$ cat src/rtl/mem_bus_arbiter_if.sv
// Signal bundle between the pipeline requesters, the memory bus arbiter and the bus/RAM wrapper.
interface mem_bus_arbiter_if #(
  parameter int unsigned ADDR_W = 32,
  parameter int unsigned DATA_W = 32
);
  logic              if_re;
  logic [ADDR_W-1:0] if_addr;
  logic              if_busy;
  logic              if_done;
  logic [DATA_W-1:0] if_rdata;
  logic              mem_re;
  logic              mem_we;
  logic [3:0]        mem_sel;
  logic [ADDR_W-1:0] mem_addr;
  logic [DATA_W-1:0] mem_wdata;
  logic              mem_busy;
  logic              mem_done;
  logic [DATA_W-1:0] mem_rdata;
  logic              bus_req;
  logic              bus_we;
  logic [3:0]        bus_sel;
  logic [ADDR_W-1:0] bus_addr;
  logic [DATA_W-1:0] bus_wdata;
  logic              bus_ack;
  logic [DATA_W-1:0] bus_rdata;
  logic              bus_err;

  // Arbiter view
  modport master (
    input  if_re, if_addr, mem_re, mem_we, mem_sel, mem_addr, mem_wdata, bus_ack, bus_rdata,
    output if_busy, if_done, if_rdata, mem_busy, mem_done, mem_rdata,
    output bus_req, bus_we, bus_sel, bus_addr, bus_wdata, bus_err
  );

  // Pipeline + bus wrapper view
  modport slave (
    output if_re, if_addr, mem_re, mem_we, mem_sel, mem_addr, mem_wdata, bus_ack, bus_rdata,
    input  if_busy, if_done, if_rdata, mem_busy, mem_done, mem_rdata,
    input  bus_req, bus_we, bus_sel, bus_addr, bus_wdata, bus_err
  );
endinterface

$ cat src/rtl/mem_bus_arbiter.sv
// Shares one single-port memory bus between instruction fetch and the MEM stage.
// Define ARB_RR_EN for round-robin tie breaking; default is fixed MEM-over-fetch priority.
module mem_bus_arbiter #(
  parameter int unsigned ADDR_W  = 32,
  parameter int unsigned DATA_W  = 32,
  parameter int unsigned TIMEOUT = 255
) (
  input  logic              clk,
  input  logic              rst,
  mem_bus_arbiter_if.master mb
);
  localparam int unsigned      CNT_W    = $clog2(TIMEOUT);
  localparam logic [CNT_W-1:0] CNT_LAST = CNT_W'(TIMEOUT - 1);

  localparam logic [1:0] IDLE  = 2'd0;
  localparam logic [1:0] GRANT = 2'd1;
  localparam logic [1:0] RESP  = 2'd2;

  localparam logic OWN_IF  = 1'b0;
  localparam logic OWN_MEM = 1'b1;

  logic [1:0]        state_q, state_d;
  logic              owner_q, owner_d;
  logic [CNT_W-1:0]  cnt_q, cnt_d;
  logic              bus_req_d, bus_we_d;
  logic [3:0]        bus_sel_d;
  logic [ADDR_W-1:0] bus_addr_d;
  logic [DATA_W-1:0] bus_wdata_d, if_rdata_d, mem_rdata_d;
  logic              if_done_d, mem_done_d, bus_err_d;
  logic              if_req, mem_req, win_mem;

  assign if_req  = mb.if_re;
  assign mem_req = mb.mem_re | mb.mem_we;

`ifdef ARB_RR_EN
  logic last_q;

  // On a tie, grant whichever requester did not win the previous grant
  assign win_mem = mem_req && (!if_req || last_q == OWN_IF);

  always_ff @(posedge clk or posedge rst) begin
    if (rst) begin
      last_q <= OWN_MEM;
    end else if (state_q == IDLE && (mem_req || if_req)) begin
      last_q <= win_mem;
    end
  end
`else
  assign win_mem = mem_req;
`endif

  assign mb.if_busy  = (if_req && !(state_q == RESP && owner_q == OWN_IF)) ||
                       (state_q == GRANT && owner_q == OWN_IF);
  assign mb.mem_busy = (mem_req && !(state_q == RESP && owner_q == OWN_MEM)) ||
                       (state_q == GRANT && owner_q == OWN_MEM);

  // Next-state and next-output logic
  always_comb begin
    state_d     = state_q;
    owner_d     = owner_q;
    cnt_d       = cnt_q;
    bus_req_d   = mb.bus_req;
    bus_we_d    = mb.bus_we;
    bus_sel_d   = mb.bus_sel;
    bus_addr_d  = mb.bus_addr;
    bus_wdata_d = mb.bus_wdata;
    if_rdata_d  = mb.if_rdata;
    mem_rdata_d = mb.mem_rdata;
    if_done_d   = 1'b0;
    mem_done_d  = 1'b0;
    bus_err_d   = 1'b0;

    case (state_q)
      IDLE: begin
        if (mem_req || if_req) begin
          owner_d     = win_mem ? OWN_MEM : OWN_IF;
          bus_req_d   = 1'b1;
          bus_we_d    = win_mem & mb.mem_we;
          bus_sel_d   = win_mem ? mb.mem_sel : 4'hF;
          bus_addr_d  = win_mem ? mb.mem_addr : mb.if_addr;
          bus_wdata_d = win_mem ? mb.mem_wdata : '0;
          cnt_d       = '0;
          state_d     = GRANT;
        end
      end
      GRANT: begin
        if (mb.bus_ack) begin
          bus_req_d = 1'b0;
          state_d   = RESP;
          if (owner_q == OWN_MEM) begin
            mem_rdata_d = mb.bus_rdata;
            mem_done_d  = 1'b1;
          end else begin
            if_rdata_d = mb.bus_rdata;
            if_done_d  = 1'b1;
          end
        end else if (cnt_q == CNT_LAST) begin
          // Abort: complete the requester with zero data and flag the error
          bus_req_d = 1'b0;
          bus_err_d = 1'b1;
          state_d   = RESP;
          if (owner_q == OWN_MEM) begin
            mem_rdata_d = '0;
            mem_done_d  = 1'b1;
          end else begin
            if_rdata_d = '0;
            if_done_d  = 1'b1;
          end
        end else begin
          cnt_d = cnt_q + CNT_W'(1);
        end
      end
      RESP: begin
        state_d = IDLE;
      end
      default: begin
        state_d = IDLE;
      end
    endcase
  end

  // State and registered outputs
  always_ff @(posedge clk or posedge rst) begin
    if (rst) begin
      state_q      <= IDLE;
      owner_q      <= OWN_IF;
      cnt_q        <= '0;
      mb.bus_req   <= 1'b0;
      mb.bus_we    <= 1'b0;
      mb.bus_sel   <= 4'h0;
      mb.bus_addr  <= '0;
      mb.bus_wdata <= '0;
      mb.if_rdata  <= '0;
      mb.mem_rdata <= '0;
      mb.if_done   <= 1'b0;
      mb.mem_done  <= 1'b0;
      mb.bus_err   <= 1'b0;
    end else begin
      state_q      <= state_d;
      owner_q      <= owner_d;
      cnt_q        <= cnt_d;
      mb.bus_req   <= bus_req_d;
      mb.bus_we    <= bus_we_d;
      mb.bus_sel   <= bus_sel_d;
      mb.bus_addr  <= bus_addr_d;
      mb.bus_wdata <= bus_wdata_d;
      mb.if_rdata  <= if_rdata_d;
      mb.mem_rdata <= mem_rdata_d;
      mb.if_done   <= if_done_d;
      mb.mem_done  <= mem_done_d;
      mb.bus_err   <= bus_err_d;
    end
  end
endmodule

$ cat src/flat_wrapper.sv
// flat-port wrapper written by rule: the top's interface ports become plain ports
module mem_bus_arbiter_flat 
#(
  parameter int unsigned ADDR_W  = 32,
  parameter int unsigned DATA_W  = 32,
  parameter int unsigned TIMEOUT = 255
)
  (clk, rst, mb_if_re, mb_if_addr, mb_mem_re, mb_mem_we, mb_mem_sel, mb_mem_addr, mb_mem_wdata, mb_bus_ack, mb_bus_rdata, mb_if_busy, mb_if_done, mb_if_rdata, mb_mem_busy, mb_mem_done, mb_mem_rdata, mb_bus_req, mb_bus_we, mb_bus_sel, mb_bus_addr, mb_bus_wdata, mb_bus_err);
  mem_bus_arbiter_if #(.ADDR_W(ADDR_W), .DATA_W(DATA_W)) mb_i ();
  input  logic clk;
  input  logic rst;
  input wire logic [$bits(mb_i.if_re)-1:0] mb_if_re;
  input wire logic [$bits(mb_i.if_addr)-1:0] mb_if_addr;
  input wire logic [$bits(mb_i.mem_re)-1:0] mb_mem_re;
  input wire logic [$bits(mb_i.mem_we)-1:0] mb_mem_we;
  input wire logic [$bits(mb_i.mem_sel)-1:0] mb_mem_sel;
  input wire logic [$bits(mb_i.mem_addr)-1:0] mb_mem_addr;
  input wire logic [$bits(mb_i.mem_wdata)-1:0] mb_mem_wdata;
  input wire logic [$bits(mb_i.bus_ack)-1:0] mb_bus_ack;
  input wire logic [$bits(mb_i.bus_rdata)-1:0] mb_bus_rdata;
  output wire logic [$bits(mb_i.if_busy)-1:0] mb_if_busy;
  output wire logic [$bits(mb_i.if_done)-1:0] mb_if_done;
  output wire logic [$bits(mb_i.if_rdata)-1:0] mb_if_rdata;
  output wire logic [$bits(mb_i.mem_busy)-1:0] mb_mem_busy;
  output wire logic [$bits(mb_i.mem_done)-1:0] mb_mem_done;
  output wire logic [$bits(mb_i.mem_rdata)-1:0] mb_mem_rdata;
  output wire logic [$bits(mb_i.bus_req)-1:0] mb_bus_req;
  output wire logic [$bits(mb_i.bus_we)-1:0] mb_bus_we;
  output wire logic [$bits(mb_i.bus_sel)-1:0] mb_bus_sel;
  output wire logic [$bits(mb_i.bus_addr)-1:0] mb_bus_addr;
  output wire logic [$bits(mb_i.bus_wdata)-1:0] mb_bus_wdata;
  output wire logic [$bits(mb_i.bus_err)-1:0] mb_bus_err;
  assign mb_i.if_re = mb_if_re;
  assign mb_i.if_addr = mb_if_addr;
  assign mb_i.mem_re = mb_mem_re;
  assign mb_i.mem_we = mb_mem_we;
  assign mb_i.mem_sel = mb_mem_sel;
  assign mb_i.mem_addr = mb_mem_addr;
  assign mb_i.mem_wdata = mb_mem_wdata;
  assign mb_i.bus_ack = mb_bus_ack;
  assign mb_i.bus_rdata = mb_bus_rdata;
  assign mb_if_busy = mb_i.if_busy;
  assign mb_if_done = mb_i.if_done;
  assign mb_if_rdata = mb_i.if_rdata;
  assign mb_mem_busy = mb_i.mem_busy;
  assign mb_mem_done = mb_i.mem_done;
  assign mb_mem_rdata = mb_i.mem_rdata;
  assign mb_bus_req = mb_i.bus_req;
  assign mb_bus_we = mb_i.bus_we;
  assign mb_bus_sel = mb_i.bus_sel;
  assign mb_bus_addr = mb_i.bus_addr;
  assign mb_bus_wdata = mb_i.bus_wdata;
  assign mb_bus_err = mb_i.bus_err;
  mem_bus_arbiter #(.ADDR_W(ADDR_W), .DATA_W(DATA_W), .TIMEOUT(TIMEOUT)) u_core (.clk(clk), .rst(rst), .mb(mb_i));
endmodule
$ cat config.mk
export PLATFORM = sky130hd
export DESIGN_NAME = mem_bus_arbiter_flat
export DESIGN_NICKNAME = d
export VERILOG_FILES = /design/src/rtl/mem_bus_arbiter_if.sv /design/src/rtl/mem_bus_arbiter.sv /design/src/flat_wrapper.sv
export SDC_FILE = /design/constraint.sdc
export NUM_CORES = 1
export LEC_CHECK = 0
export ABC_AREA = 1
export CAP_MARGIN = 0
export CORE_AREA = 2 2 147 149
export CTS_CLUSTER_DIAMETER = 200
export CTS_CLUSTER_SIZE = 28
export DETAILED_ROUTE_END_ITERATION = 6
export DIE_AREA = 0 0 149 151
export PLACE_DENSITY = 0.68
export SYNTH_ARGS = -nofsm -noshare
export SYNTH_HDL_FRONTEND = slang
export SYNTH_SLANG_ARGS = --single-unit
$ cat constraint.sdc
create_clock -name clk -period 9.3 [get_ports clk]
set_input_delay 1.86 -clock clk [delete_from_list [all_inputs] [get_ports clk]]
set_output_delay 1.86 -clock clk [all_outputs]
set_load 0.005 [all_outputs]
==> impl_metrics.env <==
export IMPL_holdPathEnd="u_core.mb.mem_rdata[14]"
export IMPL_syn_area_sq_um=6580
export IMPL_worst_pin_slew_ns=0.937
export IMPL_finalPower_mw=3.12
export IMPL_hold_start="u_core.mb.mem_rdata[14]"
export IMPL_final_setup_viol_count=0
export IMPL_grt_max_degree=105
export IMPL_p_leak_nw=5.07
export IMPL_coreArea_sq_um=20800
export IMPL_critical_path_slowest_cell="nor2_4"
export IMPL_grt_pass1_vias=5829
export IMPL_fin_crit_sh=0.582
export IMPL_synth_nets=923
export IMPL_antenna_found_initial=1
export IMPL_drv_slew=0
export IMPL_synthMuxAreaShare=0
export IMPL_fin_nets=1183
export IMPL_timing_rr_end="u_core.mb.bus_addr[0]"
export IMPL_wl_per_cell_microns=14.7
export IMPL_synthXorXnorAreaFrac=0.00266
export IMPL_drc_errors=0
export IMPL_area_delta_synth_final_pct=53.7
export IMPL_fp_dieH_microns=151
export IMPL_hold_depth=2
export IMPL_fillers=1993
export IMPL_insertion_delay_ns=0.42
export IMPL_tns_ns=0
export IMPL_yosysSeqAreaShare=0.563
export IMPL_cp_max_fo=34
export IMPL_ios=277
export IMPL_synth_compound_area_share=0.0453
export IMPL_grt_use_total=0.177
export IMPL_die_width_microns=149
export IMPL_cts_root_buffer="clkbuf_16"
export IMPL_cts_buffers=17
export IMPL_status="completed"
export IMPL_min_period_ns=5.41
export IMPL_synth_simple_gate_area_share=0.311
export IMPL_final_hold_viol_count=0
export IMPL_peakVddDrop_uv=125
export IMPL_gp_congestion=0.821
export IMPL_initial_core_util=0.316
export IMPL_cts_buffer_depth=2
export IMPL_r2r_slack_ns=7.24
export IMPL_viasPerCell=4.41
export IMPL_yosys_area_share_adder=0.00381
export IMPL_die_area_sq_um=22500
export IMPL_firstDrtPassIters=4
export IMPL_grt_first_pass_wirelength_mm=31.0
export IMPL_wl_mm=19.5
export IMPL_r2r_start="u_core.state_q[0]"
export IMPL_synth_seq_cells=148
export IMPL_ys_warn_count=0
export IMPL_cts_hold_buffers=0
export IMPL_hold_path_class="reg2reg"
export IMPL_worstPathArrival_ns=3.55
export IMPL_ant_nets=0
export IMPL_yosysUniqueCellTypes=23
export IMPL_relSlewSlack=0.375
export IMPL_cts_tree="done"
export IMPL_rr_worst_depth=6
export IMPL_fmax_mhz=185
export IMPL_end_kind="output port"
export IMPL_critPathLaunchType="primary input"
export IMPL_drive_gt1_frac=0.0787
export IMPL_synth_cells=783
export IMPL_max_stage_delay_ns=0.53
export IMPL_avgSynthCellArea_sq_um=8.40
export IMPL_drv_cap=0
export IMPL_crit_chain="clkdlybuf4s50_1, nor2_4, inv_2, o21ai_0, o21ai_0, clkdlybuf4s50_1"
export IMPL_io_buffers=276
export IMPL_cts_setup_buffers=0
export IMPL_cts_resized=0
export IMPL_overflow=0
export IMPL_synth_top_family_by_area="simple AND/OR/NAND/NOR gates"
export IMPL_cts_htree_levels=4
export IMPL_rows=53
export IMPL_required_ns=7.44
export IMPL_cts_sinks=148
export IMPL_path_class="in2out"
export IMPL_routed_via_count=5864
export IMPL_rsz0062_at_grt="no"
export IMPL_drt_iter0_drc=213
export IMPL_n_antenna_cell=0
export IMPL_path_clk_slew_ns=0.06
export IMPL_p_per_area_nw_per_um2=309
export IMPL_fin_skew_ns=0.0126
export IMPL_dp_hpwl_mm=13.5
metrics by stage:
step	setup slack [ns]	cells	util	hold slack, ns	area [sq um]
floorplan	3.46	783	-	0.465	6580
global placement	3.87	1299	0.454	0.453	9460
detailed placement	3.88	1299	0.454	0.457	9460
CTS	3.88	1329	0.486	0.473	10100
global route	3.71	1329	0.486	0.493	10100
finish	3.89	1329	0.486	0.468	10100
synth_stat cells:
cell type | count | share of area
nor2_4 | 1 | 0.0017
inv_1 | 50 | 0.029
nand2_2 | 2 | 0.0019
nand3_1 | 45 | 0.034
xor2_1 | 1 | 0.0013
buf_2 | 17 | 0.013
nand2_1 | 391 | 0.22
nand2_4 | 3 | 0.0051
buf_1 | 1 | 0.00057
o21ai_0 | 6 | 0.0046
inv_2 | 2 | 0.0011
o211ai_1 | 32 | 0.037
xnor2_1 | 1 | 0.0013
nor2_1 | 19 | 0.011
dfrtp_1 | 148 | 0.56
clkbuf_1 | 9 | 0.0051
nor2_2 | 3 | 0.0029
o21bai_2 | 1 | 0.0017
buf_6 | 15 | 0.026
ha_1 | 2 | 0.0038
a21oi_4 | 1 | 0.0025
or2_2 | 32 | 0.030
nor3_1 | 1 | 0.00076
kinds of logic after synthesis:
family	count (synthesis)
buf+inv	94
xor+xnor	2
compound gates	40
simple gates	497
fa+ha+maj	2
flops	148
cell type report:
type / count / area (sq um) / area share
inverter: 52 / 200 / 0.0198
sequential: 148 / 3700 / 0.366
multi-input combinational: 541 / 2390 / 0.237
tap: 275 / 344 / 0.0340
clock buffer: 19 / 453 / 0.0448
timing repair buffer: 283 / 2820 / 0.278
clock inverter: 11 / 201 / 0.0199
worst max-delay path by stage:
stage               from  slack (ns)         endpoint
3_5_place_dp   mb_mem_we        3.88      mb_mem_busy
3_3_place_gp   mb_mem_we        3.87      mb_mem_busy
4_1_cts        mb_mem_we        3.88      mb_mem_busy
5_1_grt        mb_mem_we        3.71      mb_mem_busy
2_1_floorplan        rst        3.46  u_core.cnt_q[0]
6_report       mb_mem_we        3.89      mb_mem_busy
worst max-delay path, delay by kind of cell:
kind	cells	cell delay, ns
buf+inv	3	0.98
simple gates	1	0.53
compound gates	2	0.18
sequential cells by signal (all words and copies together) (netlist names):
signal,flops
u_core.mb.bus_addr,32
u_core.mb.bus_wdata,32
u_core.mb.if_rdata,32
u_core.mb.mem_rdata,32
u_core.cnt_q,8
u_core.mb.bus_sel,4
u_core.state_q,2
u_core.mb.bus_err,1
u_core.mb.bus_req,1
u_core.mb.bus_we,1
u_core.mb.if_done,1
u_core.mb.mem_done,1
u_core.owner_q,1
placed cells by master (no fill, tap or decap), drive strengths merged:
cell / synthesis / routed
dfrtp: 148 / 148
a21oi: 1 / 1
or2: 32 / 32
inv: 52 / 53
buf: 33 / 7
nand3: 45 / 45
clkbuf: 9 / 19
nor3: 1 / 1
ha: 2 / 2
clkinvlp: 0 / 1
xor2: 1 / 1
o21bai: 1 / 1
o21ai: 6 / 6
nand2: 396 / 396
clkdlybuf4s50: 0 / 276
xnor2: 1 / 1
o211ai: 32 / 32
bufinv: 0 / 5
clkinv: 0 / 4
nor2: 23 / 23
routing by layer:
layer  share of wire  routed length [microns]  GRT usage
met5               0                        0          0
met4           0.033                      650     0.0800
met3           0.047                      911     0.0349
met2            0.49                     9600      0.297
met1            0.43                     8380      0.221
report_power, final:
part           internal (mW)  switching [mW]  total, mW  leakage, nW
Sequential             0.928           0.158       1.09         1.85
Clock                  0.490           0.272      0.762        0.316
Combinational          0.683           0.592       1.28         2.90
Total                   2.10            1.02       3.12         5.07
Note: power is estimated with default switching activity, not from simulation.
